## src/rtl/im_loader_pkg.sv

```systemverilog
// Shared types and constants for the instruction-memory boot loader.
package im_loader_pkg;

  // Instruction word and instruction-memory address widths.
  localparam int INSTR_W = 17;
  localparam int ADDR_W  = 16;

  // Default frame start marker.
  localparam logic [7:0] SYNC_DEFAULT = 8'hA5;

  // Loader FSM states, in frame order.
  typedef enum logic [3:0] {
    IDLE,
    CNT_HI,
    CNT_LO,
    W0,
    W1,
    W2,
    CHK,
    DONE,
    ERR
  } state_t;

  // Build one instruction word from its three frame bytes.
  function automatic logic [INSTR_W-1:0] assemble_word(input logic       b16,
                                                       input logic [7:0] hi,
                                                       input logic [7:0] lo);
    return {b16, hi, lo};
  endfunction

endpackage

```

## src/rtl/im_loader_if.sv

```systemverilog
// Byte-stream input and instruction-memory write port of the boot loader.
// The master side is the loader itself; the slave side is its environment
// (UART receiver, instruction memory, CPU).
interface im_loader_if;

  logic                                rx_rdy;
  logic [7:0]                          rx_data;
  logic                                wr_en;
  logic [im_loader_pkg::ADDR_W-1:0]    wr_addr;
  logic [im_loader_pkg::INSTR_W-1:0]   wr_data;
  logic                                cpu_hold;
  logic                                load_done;
  logic                                load_err;

  modport master (
    input  rx_rdy,
    input  rx_data,
    output wr_en,
    output wr_addr,
    output wr_data,
    output cpu_hold,
    output load_done,
    output load_err
  );

  modport slave (
    output rx_rdy,
    output rx_data,
    input  wr_en,
    input  wr_addr,
    input  wr_data,
    input  cpu_hold,
    input  load_done,
    input  load_err
  );

endinterface

```

## src/rtl/im_loader_timeout.sv

```systemverilog
// Inter-byte idle counter. clear_i reloads it to zero, en_i lets it count,
// and expire_o fires once LIMIT idle cycles have elapsed since the last clear.
module im_loader_timeout #(
  parameter int unsigned LIMIT = 1000000
) (
  input  logic clk,
  input  logic rst,
  input  logic clear_i,
  input  logic en_i,
  output logic expire_o
);

  localparam int TW = $clog2(LIMIT + 1);
  // Last count value before expiry; the counter saturates here.
  localparam logic [TW-1:0] LAST_V = TW'(LIMIT - 1);

  logic [TW-1:0] timer_q;
  logic [TW-1:0] timer_d;

  // Next count: reload on clear, otherwise count up while enabled and not yet saturated.
  always_comb begin
    // NOTE: default assignment first so every path assigns timer_d and no latch is inferred.
    timer_d = timer_q;
    if (clear_i) begin
      timer_d = '0;
    end else if (en_i && (timer_q != LAST_V)) begin
      timer_d = timer_q + TW'(1);
    end
  end

  // Count register with asynchronous active-high reset.
  // NOTE: sequential state uses non-blocking assignments so all flops update together at the edge.
  always_ff @(posedge clk or posedge rst) begin
    if (rst) begin
      timer_q <= '0;
    end else begin
      timer_q <= timer_d;
    end
  end

  // A fresh byte in the same cycle wins over an expiry.
  assign expire_o = en_i && !clear_i && (timer_q == LAST_V);

endmodule

```

## src/rtl/im_loader.sv

```systemverilog
// Boot-time instruction memory loader. Parses a framed byte stream
// (SYNC, count, 3-byte words, XOR checksum), issues one write strobe per
// word and keeps the CPU held until a frame passes its checksum.
module im_loader
  import im_loader_pkg::*;
#(
  parameter int unsigned DEPTH     = 8192,
  parameter int unsigned TIMEOUT   = 1000000,
  parameter logic [7:0]  SYNC_BYTE = SYNC_DEFAULT
) (
  input  logic        clk,
  input  logic        rst,
  im_loader_if.master ld
);

  // Word counts above DEPTH are rejected; compare with one spare bit so
  // DEPTH itself may be 65536.
  localparam logic [16:0] DEPTH_V = 17'(DEPTH);

  state_t               state_q;
  logic [15:0]          count_q;
  logic [7:0]           chk_q;
  logic                 b16_q;
  logic [7:0]           hi_q;
  logic                 wr_en_q;
  logic [ADDR_W-1:0]    wr_addr_q;
  logic [INSTR_W-1:0]   wr_data_q;
  logic                 cpu_hold_q;
  logic                 load_done_q;
  logic                 load_err_q;

  logic [15:0]          count_full;
  logic                 count_too_big;
  logic                 last_word;
  logic                 tmo_en;
  logic                 tmo_expire;

  // Full word count as it would be after latching the CNT_LO byte.
  assign count_full    = {count_q[15:8], ld.rx_data};
  assign count_too_big = {1'b0, count_full} > DEPTH_V;

  // The word being completed in W2 is the last one when the next index equals count.
  assign last_word = (wr_addr_q + ADDR_W'(1)) == count_q;

  // The idle timer only runs while a frame is in progress.
  assign tmo_en = state_q inside {CNT_HI, CNT_LO, W0, W1, W2, CHK};

  im_loader_timeout #(
    .LIMIT    (TIMEOUT)
  ) u_timeout (
    .clk      (clk),
    .rst      (rst),
    .clear_i  (ld.rx_rdy),
    .en_i     (tmo_en),
    .expire_o (tmo_expire)
  );

  // Frame parser FSM with registered write strobe and status outputs.
  always_ff @(posedge clk or posedge rst) begin
    if (rst) begin
      state_q     <= IDLE;
      count_q     <= '0;
      chk_q       <= '0;
      b16_q       <= 1'b0;
      hi_q        <= '0;
      wr_en_q     <= 1'b0;
      wr_addr_q   <= '0;
      wr_data_q   <= '0;
      cpu_hold_q  <= 1'b0;
      load_done_q <= 1'b0;
      load_err_q  <= 1'b0;
    end else begin
      // The strobe lasts exactly one cycle; the address advances right after it.
      wr_en_q <= 1'b0;
      if (wr_en_q) begin
        wr_addr_q <= wr_addr_q + ADDR_W'(1);
      end

      if (ld.rx_rdy) begin
        unique case (state_q)
          IDLE, DONE, ERR: begin
            // Only SYNC (re)starts a frame; every other byte is ignored here.
            if (ld.rx_data == SYNC_BYTE) begin
              state_q     <= CNT_HI;
              cpu_hold_q  <= 1'b1;
              load_done_q <= 1'b0;
              load_err_q  <= 1'b0;
              chk_q       <= '0;
              wr_addr_q   <= '0;
            end
          end

          CNT_HI: begin
            count_q[15:8] <= ld.rx_data;
            chk_q         <= chk_q ^ ld.rx_data;
            state_q       <= CNT_LO;
          end

          CNT_LO: begin
            count_q[7:0] <= ld.rx_data;
            chk_q        <= chk_q ^ ld.rx_data;
            if (count_too_big) begin
              state_q    <= ERR;
              load_err_q <= 1'b1;
            end else if (count_full == 16'd0) begin
              state_q <= CHK;
            end else begin
              state_q <= W0;
            end
          end

          W0: begin
            chk_q <= chk_q ^ ld.rx_data;
            // Only bit 0 of the first word byte carries data; the pad bits must be clear.
            if (ld.rx_data[7:1] != 7'd0) begin
              state_q    <= ERR;
              load_err_q <= 1'b1;
            end else begin
              b16_q   <= ld.rx_data[0];
              state_q <= W1;
            end
          end

          W1: begin
            hi_q    <= ld.rx_data;
            chk_q   <= chk_q ^ ld.rx_data;
            state_q <= W2;
          end

          W2: begin
            chk_q     <= chk_q ^ ld.rx_data;
            wr_en_q   <= 1'b1;
            wr_data_q <= assemble_word(b16_q, hi_q, ld.rx_data);
            state_q   <= last_word ? CHK : W0;
          end

          CHK: begin
            if (ld.rx_data == chk_q) begin
              state_q     <= DONE;
              load_done_q <= 1'b1;
              cpu_hold_q  <= 1'b0;
            end else begin
              state_q    <= ERR;
              load_err_q <= 1'b1;
            end
          end

          default: begin
            state_q <= IDLE;
          end
        endcase
      end else if (tmo_expire) begin
        // The sender stalled inside a frame; cpu_hold stays asserted.
        state_q    <= ERR;
        load_err_q <= 1'b1;
      end
    end
  end

  assign ld.wr_en     = wr_en_q;
  assign ld.wr_addr   = wr_addr_q;
  assign ld.wr_data   = wr_data_q;
  assign ld.cpu_hold  = cpu_hold_q;
  assign ld.load_done = load_done_q;
  assign ld.load_err  = load_err_q;

endmodule

```

## src/flat_wrapper.sv

```systemverilog
// flat-port wrapper written by rule: the top's interface ports become plain ports
module im_loader_flat import im_loader_pkg::*;
#(
  parameter int unsigned DEPTH     = 8192,
  parameter int unsigned TIMEOUT   = 1000000,
  parameter logic [7:0]  SYNC_BYTE = SYNC_DEFAULT
)
  (clk, rst, ld_rx_rdy, ld_rx_data, ld_wr_en, ld_wr_addr, ld_wr_data, ld_cpu_hold, ld_load_done, ld_load_err);
  im_loader_if ld_i ();
  input  logic clk;
  input  logic rst;
  input wire logic [$bits(ld_i.rx_rdy)-1:0] ld_rx_rdy;
  input wire logic [$bits(ld_i.rx_data)-1:0] ld_rx_data;
  output wire logic [$bits(ld_i.wr_en)-1:0] ld_wr_en;
  output wire logic [$bits(ld_i.wr_addr)-1:0] ld_wr_addr;
  output wire logic [$bits(ld_i.wr_data)-1:0] ld_wr_data;
  output wire logic [$bits(ld_i.cpu_hold)-1:0] ld_cpu_hold;
  output wire logic [$bits(ld_i.load_done)-1:0] ld_load_done;
  output wire logic [$bits(ld_i.load_err)-1:0] ld_load_err;
  assign ld_i.rx_rdy = ld_rx_rdy;
  assign ld_i.rx_data = ld_rx_data;
  assign ld_wr_en = ld_i.wr_en;
  assign ld_wr_addr = ld_i.wr_addr;
  assign ld_wr_data = ld_i.wr_data;
  assign ld_cpu_hold = ld_i.cpu_hold;
  assign ld_load_done = ld_i.load_done;
  assign ld_load_err = ld_i.load_err;
  im_loader #(.DEPTH(DEPTH), .TIMEOUT(TIMEOUT), .SYNC_BYTE(SYNC_BYTE)) u_core (.clk(clk), .rst(rst), .ld(ld_i));
endmodule
```

## config.mk

```make
export PLATFORM = sky130hd
export DESIGN_NAME = im_loader_flat
export DESIGN_NICKNAME = d
export VERILOG_FILES = /design/src/rtl/im_loader_pkg.sv /design/src/rtl/im_loader_if.sv /design/src/rtl/im_loader_timeout.sv /design/src/rtl/im_loader.sv /design/src/flat_wrapper.sv
export SDC_FILE = /design/constraint.sdc
export NUM_CORES = 1
export LEC_CHECK = 0
export BUFFER_PORTS_ARGS = -buffer_cell sky130_fd_sc_hd__buf_2
export CAP_MARGIN = 20
export CORE_ASPECT_RATIO = 0.75
export CORE_MARGIN = 2
export CORE_UTILIZATION = 45
export CTS_CLUSTER_DIAMETER = 80
export CTS_CLUSTER_SIZE = 28
export DETAILED_ROUTE_END_ITERATION = 8
export PLACE_DENSITY = 0.66
export SLEW_MARGIN = 30
export SYNTH_ARGS = -nofsm -noshare
export SYNTH_HDL_FRONTEND = slang
export SYNTH_SLANG_ARGS = --single-unit
```

## constraint.sdc

```tcl
create_clock -name clk -period 3.1 [get_ports clk]
set_input_delay 0.62 -clock clk [delete_from_list [all_inputs] [get_ports clk]]
set_output_delay 0.62 -clock clk [all_outputs]
set_load 0.01 [all_outputs]
```

**Word-level counts from Yosys, hierarchy flattened**

Cells that the tools add are included.

- $add $sub $neg: 2
- Order comparisons: 1
- Reduce and logical (&&, ||, !) cells: 23
- Equality and inequality tests: 20
- Mux-type cells: 31
- Bitwise logic cells: 2

Operator list:

| operator | number |
|---|---|
| $mux 16 | 4 |
| $mux 20 | 2 |
| $pmux 4 s7 | 1 |
| $mux 4 | 6 |
| $add 20x1->20 const B | 1 |
| $eq 20x20->1 const B | 1 |
| $ne 20x20->1 const B | 1 |
| $add 16x1->16 const B | 1 |
| $eq 16x16->1 | 1 |
| $eq 4x3->1 const B | 4 |
| $gt 16x14->1 const B | 1 |
| $logic_not 16->1 | 1 |
| $pmux 8 s2 | 1 |
| $mux 1 | 11 |
| $reduce_and 2->1 | 5 |
| $eq 4x2->1 const B | 2 |
| $eq 8x8->1 | 1 |
| $eq 8x8->1 const B | 1 |
| $mux 8 | 1 |
| $reduce_bool 2->1 | 4 |
| $xor 8x8->8 | 1 |
| $reduce_bool 7->1 | 1 |
| $mux 3 | 2 |
| $ne 3x2->1 const B | 2 |
| other kinds (18) | 23 |

- Word-level logic and storage cells: 92
- Input bits: 11
- Output and inout bits: 37
- Register bits: 94

**Longest topological paths before layout**

- Depth in word-level cells: 6
- Mapped depth: 9
- Depth with buffers taken out: 8

**Hierarchy**

A second synthesis with hierarchy kept.

- Cells, all modules: 512
- Area total of the unflattened synthesis: 5195.0 sq um

Modules (own cells, without submodules):

| module | times used | area each (sq um) | cells each | seq. area each (sq um) |
|---|---|---|---|---|
| im_loader | 1 | 3993.8 | 384 | 1851.8 |
| im_loader_timeout | 1 | 1201.2 | 128 | 500.5 |

**Least setup slack after synthesis**

OpenSTA, ideal clock, no wires.

- Path kind: input to register
- Start point: input port ld_rx_data[0]
- End point: register u_core.state_q[0]
- Cell stages on the path: 8
- Slack: 501 ps
- Arrival: 2523 ps
- Cell sequence: buf_2 -> or4_4 -> or4_4 -> mux2i_1 -> or3_1 -> a21oi_1 -> a21oi_1 -> o21ai_1

- Word-level cells in the longest chain between the ends: 5
- Elaborated cells on any way between the ends: 11
- Classes of those cells: order compare: 1; eq/ne: 3; mux: 5; reduce/logical: 2

RTL lines:

| what | line | source |
|---|---|---|
| from (decl) | flat_wrapper.sv:13 | `input wire logic [$bits(ld_i.rx_data)-1:0] ld_rx_data;` |
| branches (longest 5 deep; another with $gt 16x14->1) | n/a |  |
| to (signal assigned) | im_loader.sv:134 | `state_q <= last_word ? CHK : W0;` |
| to (decl) | im_loader.sv:20 | `state_t state_q;` |

Parallel ways; which one is timed is not known.
A chain may end at the register's enable or synchronous reset.

**Worst setup path after layout**

- Start point: register u_core.wr_addr_q[0] (netlist: u_core.ld.wr_addr[0])
- End point: register u_core.state_q[2]

- Word-level cells in the longest chain between the ends: 5

RTL lines:

| what | line | source |
|---|---|---|
| from (decl) | im_loader.sv:26 | `logic [ADDR_W-1:0] wr_addr_q;` |
| from (signal assigned) | im_loader.sv:76 | `wr_addr_q <= wr_addr_q + ADDR_W'(1);` |
| $add 16x1->16 | im_loader.sv:43 | `assign last_word = (wr_addr_q + ADDR_W'(1)) == count_q;` |
| $eq 16x16->1 | im_loader.sv:43 |  |
| $mux 3 | im_loader.sv:134 |  |
| $pmux 4 s7 | im_loader.sv:80 | `unique case (state_q)` |
| $mux 4 | im_loader.sv:79 | `if (ld.rx_rdy) begin` |

Every way passes these cells.

==> reports/results.tsv <==
stage	metric	value	unit
cts	worst-skew pair later-pin latency	350	ps
layout	area used by multi-input combinational logic	2490	um2
yosys	Yosys top cell by area	dfrtp_1	
yosys	area of the mapped netlist	4990	um2
yosys	syn avg cell area	10.1	um2
layout	Area Growth Syn to Fin	14.5	%
cts	CTS Hold Bufs	0	
yosys	share of the synthesized area in the top cell type	47.1	%
route	final WL	11.4	mm
route	wire length per cell	16.5	um
setup_path	CP max-delay cell	dfrtp_1	
place	pre-CTS WS	328	ps
setup_path	cell chain of the critical path	ha_1 > nand4_1 > nor3_1 > mux2_2 > mux2i_1 > o2111ai_1 > or4_1 > o21ai_1	
layout	commonest non-fill, non-tap cell in the layout	dfrtp_1	
yosys	Primary FF master, synth	dfrtp_1	
place	DP HPWL	7.83	mm
grt	initial antenna violation count	0	
setup_path	crit path max fanout	8	
cts	clk root buf	clkbuf_16	
route	initial drt markers	202	
setup_path	critical path type	flip-flop to flip-flop	
layout	commonest cells after routing, fill and taps aside	dfrtp_1, nor2_1, buf_2	
cts	CTS tree	yes	
cts	maximum root-to-sink buffer count	2	
route	DRT Pass-1 Iters	5	
cts	Post-CTS Setup Bufs	0	
place	port bufs	47	
setup_path	Arr. time, crit path	2950	ps
setup_path	CP required	3370	ps
route	drc violations	0	
place	RePlAce Congestion	0.808	
yosys	sequential fraction of the synthesis area	47.1	%
sta	worst-margin pin slew	728	ps
route	via count	3821	
grt	GRT Residual Overflow	0	
sta	slack of the critical path	422	ps
outcome	status	finished clean	
route	Final ANT Viol Nets	0	
yosys	Post-synth EDFFs	0	
grt	first-pass GRT wire length	18.7	mm
yosys	post-synthesis cell count	496	
sta	max-slew violation count	0	
cts	H-tree Lvls	3	
route	routed vias/inst	5.55	
setup_path	kind of cell adding the most delay to the critical path	simple AND/OR/NAND/NOR gates	
cts	Post-CTS Resized	0	
layout	nets	556	
floorplanning	die height	95.2	um
power	leakage	2.42	nW
yosys	number of synthesized register bits	94	
yosys	Mapped Nets	509	
cts	CTS Sinks	94	
sta	Peak Freq	0.373	GHz
sta	final setup TNS	0	ps
setup_path	critical path launch point type	flip-flop	
floorplanning	FP Rows	33	
floorplanning	die width	126	um
yosys	Distinct cells, synth	55	
cts	TritonCTS buffer count	9	
sta	Final Skew	8.72	ps
power	Max VDD drop	0.463	mV
hold_path	Hold Crit Class	primary input to asynchronous set/reset pin	
sta	Final Hold Vio Count	0	
floorplanning	Core Area	10900	um2
layout	sequential cell area	2350	um2
yosys	Synth warnings	0	
setup_path	crit end category	flip-flop	
sta	RSZ-0062 raised after global routing	no	
grt	total global routing track utilization	19.7	%
floorplanning	# IOs	48	
layout	FILL cells	982	
sta	fin crit period	2680	ps
setup_path	Max stage delay on crit path	490	ps
grt	largest net degree at the start of global routing	55	
sta	slew margin rel.	51.4	%
grt	vias in the first global route	3624	
setup_path	Crit path buffers/inverters	0	
yosys	ranking of synthesized cells by area	dfrtp_1, mux2_2, xnor2_1	
sta	# setup viols final	0	
power	P per Cell Area	924	nW/um2
layout	antenna diode count	0	
sta	post-route clock period utilization	86.4	%
cts	clock slew at reported path FFs	70	ps
floorplanning	DIE AREA	12000	um2
flow_run	maxcap violations	0	
floorplanning	Starting Density	46.0	%
layout	ratio of cells with drive above 1 in the final layout	24.5	%
yosys	ys async rst share	100	%
-- power breakdown --
part	total (W)	switching, W	leakage (nW)	internal, W
logic	0.00212	0.00112	1.10	0.00100
clock network	0.00115	0.000508	0.145	0.000637
registers	0.00201	0.000444	1.18	0.00157
-- per-stage QoR --
stage	hold WS [ps]	instances	instance area (um2)	power (W)	utilization [%]
2_1_floorplan	464	496	4990	0.00359	-
3_3_place_gp	477	672	5410	0.00405	49.8
3_5_place_dp	488	672	5410	0.00413	49.8
4_1_cts	387	688	5720	0.00530	52.6
5_1_grt	429	688	5720	0.00566	52.6
6_report	368	688	5720	0.00528	52.6
-- metal layers --
metal	vias to the layer above	GRT usage (%)	wire length (um)
li1	1825	-	-
met1	1890	29.8	5800
met2	97	28.3	4900
met3	9	4.66	563
met4	0	5.00	93
met5	-	0	0
-- sequential cells by signal, indices dropped and copies added (netlist names) --
name	count
u_core.count_q	16
u_core.ld.load_done	1
u_core.ld.cpu_hold	1
u_core.chk_q	8
u_core.b16_q	1
u_core.hi_q	8
u_core.state_q	4
u_core.u_timeout.timer_q	20
u_core.ld.wr_data	17
u_core.ld.wr_addr	16
u_core.ld.load_err	1
u_core.ld.wr_en	1
-- synthesized netlist by cell type (5+ instances only) --
master / n
dfrtp_1: 94
nor2_1: 53
mux2_2: 42
nand2_1: 40
xnor2_1: 32
o21ai_0: 31
xor2_1: 28
a21oi_1: 16
nand3_1: 15
nand4_1: 15
inv_1: 12
nor3_1: 12
clkbuf_1: 11
and3_1: 10
buf_2: 9
or3_1: 8
o21ai_1: 6
mux2i_1: 5
-- cell families after synthesis --
| family | Yosys count | synth area share (%) |
|---|---|---|
| muxes | 48 | 10.7 |
| and+or+nand+nor | 185 | 19.4 |
| AOI/OAI and AO/OA | 71 | 8.65 |
| DFF | 94 | 47.1 |
| adders and majority gates | 2 | 0.501 |
| buffers and inverters | 36 | 3.11 |
| xor gates and xnor gates | 60 | 10.5 |
-- worst paths after layout --
kind / startpoint / end / slack (ps) / cells past startpoint
setup reg to reg: u_core.ld.wr_addr[0] / u_core.state_q[2] / 420 / 8
hold reg to reg: u_core.hi_q[6] / u_core.hi_q[6] / 510 / 1
setup / recovery: u_core.ld.wr_addr[0] / u_core.state_q[2] / 420 / 8
min in group clk: u_core.hi_q[6] / u_core.hi_q[6] / 510 / 1
max in group asynchronous: rst / u_core.ld.wr_addr[15] / 2000 / 3
hold / removal: rst / u_core.ld.wr_data[11] / 370 / 2
-- cell type report --
class                           instances  area share [%]
Multi-Input combinational cell        366            43.6
Sequential cell                        94            41.2
Clock buffer                            9            3.94
Tap cell                              140            3.06
Inverter                               12           0.810
Clock inverter                          7            1.42
Timing Repair Buffer                   60            6.04
Power figures use the tool's default switching activity.
